**src/rtl/foc_cmd_sequencer_if.sv**
```systemverilog
// -----------------------------------------------------------------------------
// foc_cmd_sequencer_if
//
// Purpose
//   Groups the handshake signals between the command sequencer, the two
//   show-ahead command FIFOs feeding it and the FOC core it launches.
//
// Signals
//   empty_opcode  opcode FIFO empty
//   fifo_opcode   opcode FIFO head word (8 bit, show-ahead)
//   rd_en_opcode  opcode FIFO pop strobe (one word per cycle)
//   empty_data    data FIFO empty
//   fifo_data     data FIFO head word (D_WIDTH bit, show-ahead)
//   rd_en_data    data FIFO pop strobe (one word per cycle)
//   foc_valid     one-cycle frame-ready pulse towards the FOC core
//   foc_ready     FOC core idle/done
//
// Modports
//   master  the sequencer: consumes FIFO heads, drives the pops and foc_valid
//   slave   the FIFOs plus the FOC core side
// -----------------------------------------------------------------------------
interface foc_cmd_sequencer_if #(
    parameter int D_WIDTH = 16
) ();
    logic               empty_opcode;
    logic [7:0]         fifo_opcode;
    logic               rd_en_opcode;
    logic               empty_data;
    logic [D_WIDTH-1:0] fifo_data;
    logic               rd_en_data;
    logic               foc_valid;
    logic               foc_ready;

    modport master (
        input  empty_opcode,
        input  fifo_opcode,
        input  empty_data,
        input  fifo_data,
        input  foc_ready,
        output rd_en_opcode,
        output rd_en_data,
        output foc_valid
    );

    modport slave (
        output empty_opcode,
        output fifo_opcode,
        output empty_data,
        output fifo_data,
        output foc_ready,
        input  rd_en_opcode,
        input  rd_en_data,
        input  foc_valid
    );
endinterface

```
**src/rtl/foc_cmd_sequencer.sv**
```systemverilog
// -----------------------------------------------------------------------------
// foc_cmd_sequencer
//
// Purpose
//   Pulls opcodes and data words out of two show-ahead FIFOs and turns them
//   into configuration updates and sample frames for a FOC core.
//     0x00  load all N_CFG configuration registers (atomic commit)
//     0x01  load one configuration register: index word, then value word
//     0x02  clear all sticky error flags
//     0xFF  load an N_SAMP-word sample frame, pulse foc_valid, wait for
//           the core to report done
//     other popped and discarded, err_opcode set
//
// Optional feature
//   FOC_CMD_TIMEOUT_EN  when defined, a watchdog bounds the wait for the FOC
//                       core to TIMEOUT_CYC cycles and reports err_timeout.
//                       When undefined the wait is unbounded and err_timeout
//                       is tied low.
//
// Ports
//   clk_sys      system clock
//   rstb         asynchronous active-low reset
//   bus          foc_cmd_sequencer_if.master (FIFO pops/heads, foc_valid/ready)
//   cfg_bus      committed configuration, register i at [i*D_WIDTH +: D_WIDTH]
//   samp_bus     latched sample frame, packed like cfg_bus
//   ready        high when no frame is in flight
//   err_opcode   sticky: unknown opcode seen
//   err_index    sticky: single-register load aimed past N_CFG-1
//   err_timeout  sticky: FOC core did not finish in time (optional feature)
//   frame_cnt    completed frames, wraps at 16 bits
// -----------------------------------------------------------------------------
module foc_cmd_sequencer #(
    parameter int D_WIDTH     = 16,
    parameter int N_CFG       = 5,
    parameter int N_SAMP      = 5,
    parameter int TIMEOUT_CYC = 4096
) (
    input  logic                        clk_sys,
    input  logic                        rstb,
    foc_cmd_sequencer_if.master         bus,
    output logic [N_CFG*D_WIDTH-1:0]    cfg_bus,
    output logic [N_SAMP*D_WIDTH-1:0]   samp_bus,
    output logic                        ready,
    output logic                        err_opcode,
    output logic                        err_index,
    output logic                        err_timeout,
    output logic [15:0]                 frame_cnt
);

    typedef enum logic [2:0] {
        IDLE,
        LOAD_CFG,
        LOAD_IDX,
        LOAD_ONE,
        LOAD_SAMP,
        WAIT_FOC
    } state_t;

    localparam logic [7:0] OP_LOAD_CFG = 8'h00;
    localparam logic [7:0] OP_LOAD_ONE = 8'h01;
    localparam logic [7:0] OP_CLR_ERR  = 8'h02;
    localparam logic [7:0] OP_FRAME    = 8'hFF;

    localparam logic [D_WIDTH-1:0] LAST_CFG  = D_WIDTH'(N_CFG - 1);
    localparam logic [D_WIDTH-1:0] LAST_SAMP = D_WIDTH'(N_SAMP - 1);
    localparam logic [D_WIDTH-1:0] CFG_LIMIT = D_WIDTH'(N_CFG);

    state_t             state;
    // Word counter during block loads; holds the target register in LOAD_ONE.
    logic [D_WIDTH-1:0] idx;
    logic [D_WIDTH-1:0] shadow [N_CFG];
    logic               foc_valid_q;
    logic               load_st;
    logic               pop_op;
    logic               pop_data;
    logic [D_WIDTH-1:0] data_head;

`ifdef FOC_CMD_TIMEOUT_EN
    localparam int WD_W = $clog2(TIMEOUT_CYC + 1);
    localparam logic [WD_W-1:0] WD_LAST = WD_W'(TIMEOUT_CYC - 1);
    logic [WD_W-1:0]    watchdog;
    logic               err_timeout_q;

    assign err_timeout = err_timeout_q;
`else
    // Keeps the parameter referenced when the watchdog is compiled out.
    logic [31:0]        unused_timeout_cyc;

    assign unused_timeout_cyc = 32'(TIMEOUT_CYC);
    assign err_timeout        = 1'b0;
`endif

    assign data_head = bus.fifo_data;
    assign load_st   = (state == LOAD_CFG) || (state == LOAD_IDX) ||
                       (state == LOAD_ONE) || (state == LOAD_SAMP);

    // Pops are combinational so the show-ahead head is consumed at the very
    // edge where it is decoded; an empty FIFO simply stalls the state.
    assign pop_op    = (state == IDLE) && !bus.empty_opcode;
    assign pop_data  = load_st && !bus.empty_data;

    assign bus.rd_en_opcode = pop_op;
    assign bus.rd_en_data   = pop_data;
    assign bus.foc_valid    = foc_valid_q;

    always_ff @(posedge clk_sys or negedge rstb) begin
        if (!rstb) begin
            state       <= IDLE;
            idx         <= '0;
            cfg_bus     <= '0;
            samp_bus    <= '0;
            foc_valid_q <= 1'b0;
            ready       <= 1'b1;
            err_opcode  <= 1'b0;
            err_index   <= 1'b0;
            frame_cnt   <= '0;
            for (int i = 0; i < N_CFG; i++) begin
                shadow[i] <= '0;
            end
`ifdef FOC_CMD_TIMEOUT_EN
            err_timeout_q <= 1'b0;
            watchdog      <= '0;
`endif
        end else begin
            case (state)
                IDLE: begin
                    if (pop_op) begin
                        case (bus.fifo_opcode)
                            OP_LOAD_CFG: begin
                                idx   <= '0;
                                state <= LOAD_CFG;
                            end
                            OP_LOAD_ONE: begin
                                state <= LOAD_IDX;
                            end
                            OP_CLR_ERR: begin
                                err_opcode <= 1'b0;
                                err_index  <= 1'b0;
`ifdef FOC_CMD_TIMEOUT_EN
                                err_timeout_q <= 1'b0;
`endif
                            end
                            OP_FRAME: begin
                                ready <= 1'b0;
                                idx   <= '0;
                                state <= LOAD_SAMP;
                            end
                            default: begin
                                err_opcode <= 1'b1;
                            end
                        endcase
                    end
                end

                LOAD_CFG: begin
                    if (pop_data) begin
                        for (int i = 0; i < N_CFG; i++) begin
                            if (idx == D_WIDTH'(i)) begin
                                shadow[i] <= data_head;
                            end
                        end
                        // Last word goes straight to cfg_bus together with the
                        // earlier shadow words, so the set commits on one edge.
                        if (idx == LAST_CFG) begin
                            for (int i = 0; i < N_CFG - 1; i++) begin
                                cfg_bus[i*D_WIDTH +: D_WIDTH] <= shadow[i];
                            end
                            cfg_bus[(N_CFG-1)*D_WIDTH +: D_WIDTH] <= data_head;
                            state <= IDLE;
                        end else begin
                            idx <= idx + 1'b1;
                        end
                    end
                end

                LOAD_IDX: begin
                    if (pop_data) begin
                        idx   <= data_head;
                        state <= LOAD_ONE;
                    end
                end

                LOAD_ONE: begin
                    if (pop_data) begin
                        if (idx < CFG_LIMIT) begin
                            for (int i = 0; i < N_CFG; i++) begin
                                if (idx == D_WIDTH'(i)) begin
                                    cfg_bus[i*D_WIDTH +: D_WIDTH] <= data_head;
                                end
                            end
                        end else begin
                            err_index <= 1'b1;
                        end
                        state <= IDLE;
                    end
                end

                LOAD_SAMP: begin
                    if (pop_data) begin
                        for (int i = 0; i < N_SAMP; i++) begin
                            if (idx == D_WIDTH'(i)) begin
                                samp_bus[i*D_WIDTH +: D_WIDTH] <= data_head;
                            end
                        end
                        if (idx == LAST_SAMP) begin
                            foc_valid_q <= 1'b1;
                            state       <= WAIT_FOC;
`ifdef FOC_CMD_TIMEOUT_EN
                            watchdog    <= '0;
`endif
                        end else begin
                            idx <= idx + 1'b1;
                        end
                    end
                end

                WAIT_FOC: begin
                    foc_valid_q <= 1'b0;
                    // foc_ready is only trusted once the launch pulse has
                    // dropped, so an idle core cannot complete a frame it
                    // has not yet been handed.
                    if (bus.foc_ready && !foc_valid_q) begin
                        ready     <= 1'b1;
                        frame_cnt <= frame_cnt + 16'd1;
                        state     <= IDLE;
                    end
`ifdef FOC_CMD_TIMEOUT_EN
                    else if (watchdog == WD_LAST) begin
                        err_timeout_q <= 1'b1;
                        ready         <= 1'b1;
                        state         <= IDLE;
                    end else begin
                        watchdog <= watchdog + 1'b1;
                    end
`endif
                end

                default: begin
                    state <= IDLE;
                end
            endcase
        end
    end

endmodule

```
**src/flat_wrapper.sv**
```systemverilog
// flat-port wrapper written by rule: the top's interface ports become plain ports
module foc_cmd_sequencer_flat 
#(
    parameter int D_WIDTH     = 16,
    parameter int N_CFG       = 5,
    parameter int N_SAMP      = 5,
    parameter int TIMEOUT_CYC = 4096
)
  (clk_sys, rstb, cfg_bus, samp_bus, ready, err_opcode, err_index, err_timeout, frame_cnt, bus_empty_opcode, bus_fifo_opcode, bus_empty_data, bus_fifo_data, bus_foc_ready, bus_rd_en_opcode, bus_rd_en_data, bus_foc_valid);
  foc_cmd_sequencer_if #(.D_WIDTH(D_WIDTH)) bus_i ();
  input  logic clk_sys;
  input  logic rstb;
  output logic [N_CFG*D_WIDTH-1:0] cfg_bus;
  output logic [N_SAMP*D_WIDTH-1:0] samp_bus;
  output logic ready;
  output logic err_opcode;
  output logic err_index;
  output logic err_timeout;
  output logic [15:0] frame_cnt;
  input wire logic [$bits(bus_i.empty_opcode)-1:0] bus_empty_opcode;
  input wire logic [$bits(bus_i.fifo_opcode)-1:0] bus_fifo_opcode;
  input wire logic [$bits(bus_i.empty_data)-1:0] bus_empty_data;
  input wire logic [$bits(bus_i.fifo_data)-1:0] bus_fifo_data;
  input wire logic [$bits(bus_i.foc_ready)-1:0] bus_foc_ready;
  output wire logic [$bits(bus_i.rd_en_opcode)-1:0] bus_rd_en_opcode;
  output wire logic [$bits(bus_i.rd_en_data)-1:0] bus_rd_en_data;
  output wire logic [$bits(bus_i.foc_valid)-1:0] bus_foc_valid;
  assign bus_i.empty_opcode = bus_empty_opcode;
  assign bus_i.fifo_opcode = bus_fifo_opcode;
  assign bus_i.empty_data = bus_empty_data;
  assign bus_i.fifo_data = bus_fifo_data;
  assign bus_i.foc_ready = bus_foc_ready;
  assign bus_rd_en_opcode = bus_i.rd_en_opcode;
  assign bus_rd_en_data = bus_i.rd_en_data;
  assign bus_foc_valid = bus_i.foc_valid;
  foc_cmd_sequencer #(.D_WIDTH(D_WIDTH), .N_CFG(N_CFG), .N_SAMP(N_SAMP), .TIMEOUT_CYC(TIMEOUT_CYC)) u_core (.clk_sys(clk_sys), .rstb(rstb), .bus(bus_i), .cfg_bus(cfg_bus), .samp_bus(samp_bus), .ready(ready), .err_opcode(err_opcode), .err_index(err_index), .err_timeout(err_timeout), .frame_cnt(frame_cnt));
endmodule
```
**config.mk**
```make
export PLATFORM = sky130hd
export DESIGN_NAME = foc_cmd_sequencer_flat
export DESIGN_NICKNAME = d
export VERILOG_FILES = /design/src/rtl/foc_cmd_sequencer_if.sv /design/src/rtl/foc_cmd_sequencer.sv /design/src/flat_wrapper.sv
export SDC_FILE = /design/constraint.sdc
export NUM_CORES = 1
export LEC_CHECK = 0
export CORE_AREA = 2 2 149 151
export CTS_BUF_LIST = sky130_fd_sc_hd__clkbuf_2
export DETAILED_ROUTE_END_ITERATION = 7
export DIE_AREA = 0 0 151 153
export PLACE_DENSITY = 0.81
export SYNTH_ARGS = -nofsm -noshare
export SYNTH_HDL_FRONTEND = slang
export SYNTH_SLANG_ARGS = --single-unit
export TNS_END_PERCENT = 10
```
**constraint.sdc**
```tcl
create_clock -name clk_sys -period 3.3 [get_ports clk_sys]
set_input_delay 0.495 -clock clk_sys [delete_from_list [all_inputs] [get_ports clk_sys]]
set_output_delay 0.495 -clock clk_sys [all_outputs]
set_load 0.1 [all_outputs]
```
## Yosys cells after proc, flatten, opt, wreduce, memory -nomap -nowiden

Index checks and enable logic that the tools add are counted.
Widths: inputs -> output; s select.

- Word-level logic and storage cells: 138
- Bits in registers: 263
- Input bits: 29
- Output and inout bits: 183

- Equality and inequality tests: 33
- Reductions and logical operators: 41
- Mux-type cells: 39
- Magnitude comparators: 1
- $add $sub $neg: 2
- Bitwise gates (word level): 1

Operator list:

| cell | count |
|---|---|
| $mux 80 | 4 |
| $mux 16 | 10 |
| $pmux 80 s2 | 1 |
| $pmux 16 s3 | 1 |
| $ne 2x2->1 const B | 18 |
| $reduce_and 6->1 | 6 |
| $reduce_and 3->1 | 11 |
| $add 16x1->16 const B | 2 |
| $eq 16x2->1 const B | 2 |
| $mux 3 | 8 |
| $pmux 3 s6 | 1 |
| $eq 16x1->1 const B | 1 |
| $eq 16x3->1 const B | 1 |
| $logic_not 16->1 | 1 |
| $lt 16x3->1 const B | 1 |
| $mux 1 | 9 |
| $pmux 3 s3 | 1 |
| $reduce_and 9->1 | 1 |
| $eq 8x1->1 const B | 1 |
| $eq 8x2->1 const B | 1 |
| $eq 8x8->1 const B | 1 |
| $logic_not 8->1 | 1 |
| $pmux 1 s2 | 4 |
| $reduce_bool 2->1 | 4 |
| other kinds (16) | 26 |

## Logic depth before layout (Yosys ltp)

- Depth in word-level cells: 7
- Gate-level depth with buffers: 8
- Gate-level depth less buffers: 7

## Worst setup path before layout

No wires, ideal clock.

- Kind: register to register
- Start: register u_core.state[0]
- End: register u_core.idx[13]
- Clock period less this slack: 2797 ps
- Buffers on the path: 2
- Data arrival time: 2671 ps
- Setup slack: 503 ps
- Library setup time: 126 ps
- Cell stages (with the launch flop): 8
- Required time: 3174 ps
- Cells stage by stage: dfrtp_1 > clkbuf_1 > o21a_1 > nor3_1 > clkbuf_1 > and2_1 > a21oi_1 > o32a_1

- Longest elaborated chain between the ends: 7
- Elaborated cells between the ends (all ways): 19
- Classes of those cells: eq/ne (9); mux (1); reduce/logical (9)

RTL lines:

| item | RTL line | source |
|---|---|---|
| from (decl) | foc_cmd_sequencer.sv:68 | `state_t state;` |
| from (signal assigned) | foc_cmd_sequencer.sv:108 | `state <= IDLE;` |
| from (signal assigned) | foc_cmd_sequencer.sv:131 | `state <= LOAD_CFG;` |
| from (signal assigned) | foc_cmd_sequencer.sv:134 | `state <= LOAD_IDX;` |
| $eq 3x1->1 or $eq 3x2->1 (tied branches) | foc_cmd_sequencer.sv:94 | `assign load_st = (state == LOAD_CFG) \|\| (state == LOAD_IDX) \|\|` |
| $logic_or 1x1->1 (2 in series) | foc_cmd_sequencer.sv:94 |  |
| $logic_or 1x1->1 (*) | foc_cmd_sequencer.sv:95 | `(state == LOAD_ONE) \|\| (state == LOAD_SAMP);` |
| $logic_and 1x1->1 (*) | foc_cmd_sequencer.sv:100 | `assign pop_data = load_st && !bus.empty_data;` |
| named net bus_rd_en_data | flat_wrapper.sv:26 | `output wire logic [$bits(bus_i.rd_en_data)-1:0] bus_rd_en_data;` |
| $ne 2x1->1 (no source line) or $ne 2x2->1 (tied branches) | -- |  |
| $reduce_and 6->1 (no source line) (*) | -- |  |
| to (signal assigned) | foc_cmd_sequencer.sv:171 | `idx <= idx + 1'b1;` |
| to (signal assigned) | foc_cmd_sequencer.sv:178 | `idx <= data_head;` |
| to (signal assigned) | foc_cmd_sequencer.sv:212 | `idx <= idx + 1'b1;` |
| to (decl) | foc_cmd_sequencer.sv:70 | `logic [D_WIDTH-1:0] idx;` |

The timed path passes the listed nets; every way through them passes the cells marked *.
A chain may end at the register's enable or synchronous reset.

## Worst setup path after layout

- Start: register u_core.state[0]
- End: register u_core.idx[8]

- Longest elaborated chain between the ends: 7
- Elaborated cells between the ends (all ways): 19
- Classes of those cells: eq/ne (9); mux (1); reduce/logical (9)

RTL lines:

| item | RTL line |
|---|---|
| $eq 3x1->1 or $eq 3x2->1 (tied branches) | foc_cmd_sequencer.sv:94, foc_cmd_sequencer.sv:125 |
| $logic_or 1x1->1 (2 in series) | foc_cmd_sequencer.sv:94 |
| $logic_or 1x1->1 | foc_cmd_sequencer.sv:95 |
| $logic_and 1x1->1 | foc_cmd_sequencer.sv:100 |
| $ne 2x1->1 (no source line) or $ne 2x2->1 (tied branches) | -- |
| $reduce_and 6->1 (no source line) | -- |

Parallel ways exist; a longest one is shown, timed or not.

==> metrics.md <==
| Metric | Value |
|---|---|
| Largest area contributor in the synthesized netlist | dfrtp_1 |
| Period utilization | 0.920 |
| GRT overflow | 0 |
| Die area | 23100 sq um |
| R2R Path End | u_core.idx[8]$_DFFE_PN0P_ |
| H-tree levels | 3 |
| Crit path DAT | 3.73 ns |
| Mapped Nets | 982 |
| Final #Nets | 1218 |
| Number of synthesized flops with an enable pin | 0 |
| I/O pin count | 212 |
| Cts bufs inserted | 67 |
| Mapped Cells | 947 |
| Finish-stage setup viols | 0 |
| Minimum setup slack among reg-to-reg paths | 0.26 ns |
| Clock slew seen by the registers of the worst setup and hold paths | 0.11 ns |
| DRC viols | 0 |
| Port-buffer cells | 210 |
| Initial Util | 0.535 |
| Synth top area cells | dfrtp_1, mux2_2, a41oi_1, a21oi_1, nand2_1 |
| Ys async rst share | 1.00 |
| Worst slack at placement | 0.453 ns |
| Reg power frac | 0.397 |
| Worst setup path endpoint | u_core.idx[8]$_DFFE_PN0P_ |
| Combinational Power Share | 0.380 |
| Maximum VDD drop | 0.475 mV |
| Max Clock Skew | 0.0593 ns |
| Largest net degree at the start of global routing | 105 |
| Die height | 153 um |
| Rows | 54 |
| Clock latency on the worst-skew pair | 0.81 ns |
| Yosys reg bits | 263 |
| Tot GR Track Use | 0.280 |
| Initial antenna violation count | 0 |
| RD Place Congestion | 0.854 |
| Final WS setup | 0.264 ns |
| CTS tree | yes |
| Pre-antenna DRT Iters | 6 |
| Sequential fraction of the synthesis area | 0.573 |
| Top-count cell post-synth | dfrtp_1 |
| Chip width | 151 um |
| Critical path peak fanout | 17 |
| Internal | 5.61 mW |
| Antenna viol nets, final | 0 |
| Max-Cap Viols | 0 |
| Crit start category | flip-flop |
| Top FF cell, synth | dfrtp_1 |
| Area Overhead vs Synth | 25.1% |
| Vias in the first global route | 9070 |
| Tot Pwr | 10.1 mW |
| Fmax achieved | 329 MHz |
| Worst R2R Path Depth | 5 |
| # Post-CTS Setup Buffers | 0 |
| Via count | 8791 |
| Layout cells sized above 1 | 0.295 |
| Worst Setup SP | u_core.state[0]$_DFFE_PN0P_ |
| NetSw | 4.45 mW |
| CTS Buffer Depth | 3 |
| Clock share of power | 0.222 |
| Crit Path Class | reg -> reg |
| Synth warn | 0 |
| Worst slew pin tran | 1.26 ns |
| Clk sink count | 263 |
| Power Density | 700 nW/um^2 |
| Unique masters post-synth | 63 |
| Status | finished clean |
| Max transition margin | 0.157 |
| RSZ-0062 raised after global routing | false |
| Reg2reg start | u_core.state[0]$_DFFE_PN0P_ |
| Final Slew Violations | 0 |
| Most frequent cells after synthesis | dfrtp_1, mux2_2, nand2_1 |
| Final min period | 3.04 ns |
| Pleak | 6.79 nW |
| Final Hold Vio Count | 0 |
| Placed Area | 13800 sq um |
| Setup tns final | 0 ns |
| Sw Ratio | 0.442 |
| HP Class | in -> async |
| Mapped cell area | 11500 sq um |
| WL/cell | 20.9 um |
| Total wire length | 31.3 mm |
| Root buffer cell | clkbuf_2 |
| Global-route wire length before repair | 50.1 mm |
| Core footprint | 21500 sq um |
| Post-detail-place hpwl | 20.7 mm |
| Setup crit end kind | flip-flop |
| Post-route cell area | 14400 sq um |
| DR iter-0 viols | 763 |
| Post-synth top area share | 0.571 |
| Avg Cell Area, Syn | 12.1 sq um |
| Antenna cell count | 0 |
| Via-to-Cell Ratio | 5.87 |
| Worst endpoint required time | 4.00 ns |
critical path: stages (launching register included):
cell	delay (ns)
dfrtp_1	0.64
nand2b_1	0.29
a21o_1	0.41
a21oi_1	1.02
nor2_1	0.27
o22a_1	0.28
power by group through the flow:
stage          combinational [mW]  sequential [mW]  clock (mW)
2_1_floorplan                1.23             5.64           0
3_3_place_gp                 3.76             4.03           0
3_5_place_dp                 3.81             4.05           0
4_1_cts                      3.82             3.99        2.29
5_1_grt                      4.00             4.06        2.47
6_report                     3.83             4.00        2.24
layout by cell type (no fill, tap or decap), types with 15 or more instances in the layout:
cell type	count
nor2_1	17
clkdlybuf4s50_1	149
buf_4	84
nor3_1	15
dfrtp_1	262
mux2_2	152
clkbuf_2	89
a41oi_1	52
a21oi_1	80
inv_1	23
nand2_1	95
registers in the layout, summed over array words and instances, names as in the netlist:
signal,flops
u_core.cfg_bus,80
u_core.samp_bus,80
u_core.shadow,64
u_core.frame_cnt,16
u_core.idx,16
u_core.state,3
u_core.bus.foc_valid,1
u_core.err_index,1
u_core.err_opcode,1
u_core.ready,1
repair_timing:
item,in CTS,in global routing
resized for setup,0,0
hold buffers,1,0
hold endpoints to repair,67,0
metal layers:
layer  up-vias  wire length (um)  part of all wire  global-route usage
met3        72              3150              0.10              0.0991
met5         -                 0                 0                   0
met2       416             14500              0.46               0.424
met1      4364             12600              0.40               0.367
li1       3939                 -                 -                   -
met4         0              1020             0.033               0.116
kinds of logic after synthesis:
logic type	count (synthesis)	synth area share
flops	263	0.573
simple gates	201	0.0896
compound gates	192	0.116
mux	174	0.169
buf+inv	95	0.0335
xor+xnor	15	0.0114
fa+ha+maj	6	0.00653
other cells	1	0.000326
cell type report:
class	instances	area, sq um
Sequential cell	263	6580
Multi-Input combinational cell	589	4540
Clock inverter	15	148
Tap cell	280	350
Fill cell	1588	7110
Timing Repair Buffer	239	2230
Clock buffer	89	445
Inverter	23	86.3
stage by stage:
stage          cells  hold WS, ns   util
4_1_cts         1498        0.215  0.669
6_report        1498        0.235  0.669
3_5_place_dp    1393        0.482  0.641
2_1_floorplan    947        0.199      -
5_1_grt         1498        0.243  0.669
3_3_place_gp    1393        0.462  0.641
worst min path at each step:
stage | start | to | slack, ns | cells past startpoint
2_1_floorplan | rstb | u_core.bus.foc_valid$_DFFE_PN0P_ | 0.20 | 0
3_3_place_gp | u_core.frame_cnt[15]$_DFFE_PN0P_ | u_core.frame_cnt[15]$_DFFE_PN0P_ | 0.46 | 1
3_5_place_dp | u_core.cfg_bus[76]$_DFFE_PN0P_ | u_core.cfg_bus[76]$_DFFE_PN0P_ | 0.48 | 1
4_1_cts | rstb | u_core.cfg_bus[64]$_DFFE_PN0P_ | 0.22 | 2
5_1_grt | rstb | u_core.samp_bus[32]$_DFFE_PN0P_ | 0.24 | 2
6_report | rstb | u_core.state[0]$_DFFE_PN0P_ | 0.24 | 2
No activity file was read; power rests on OpenSTA's default activity.
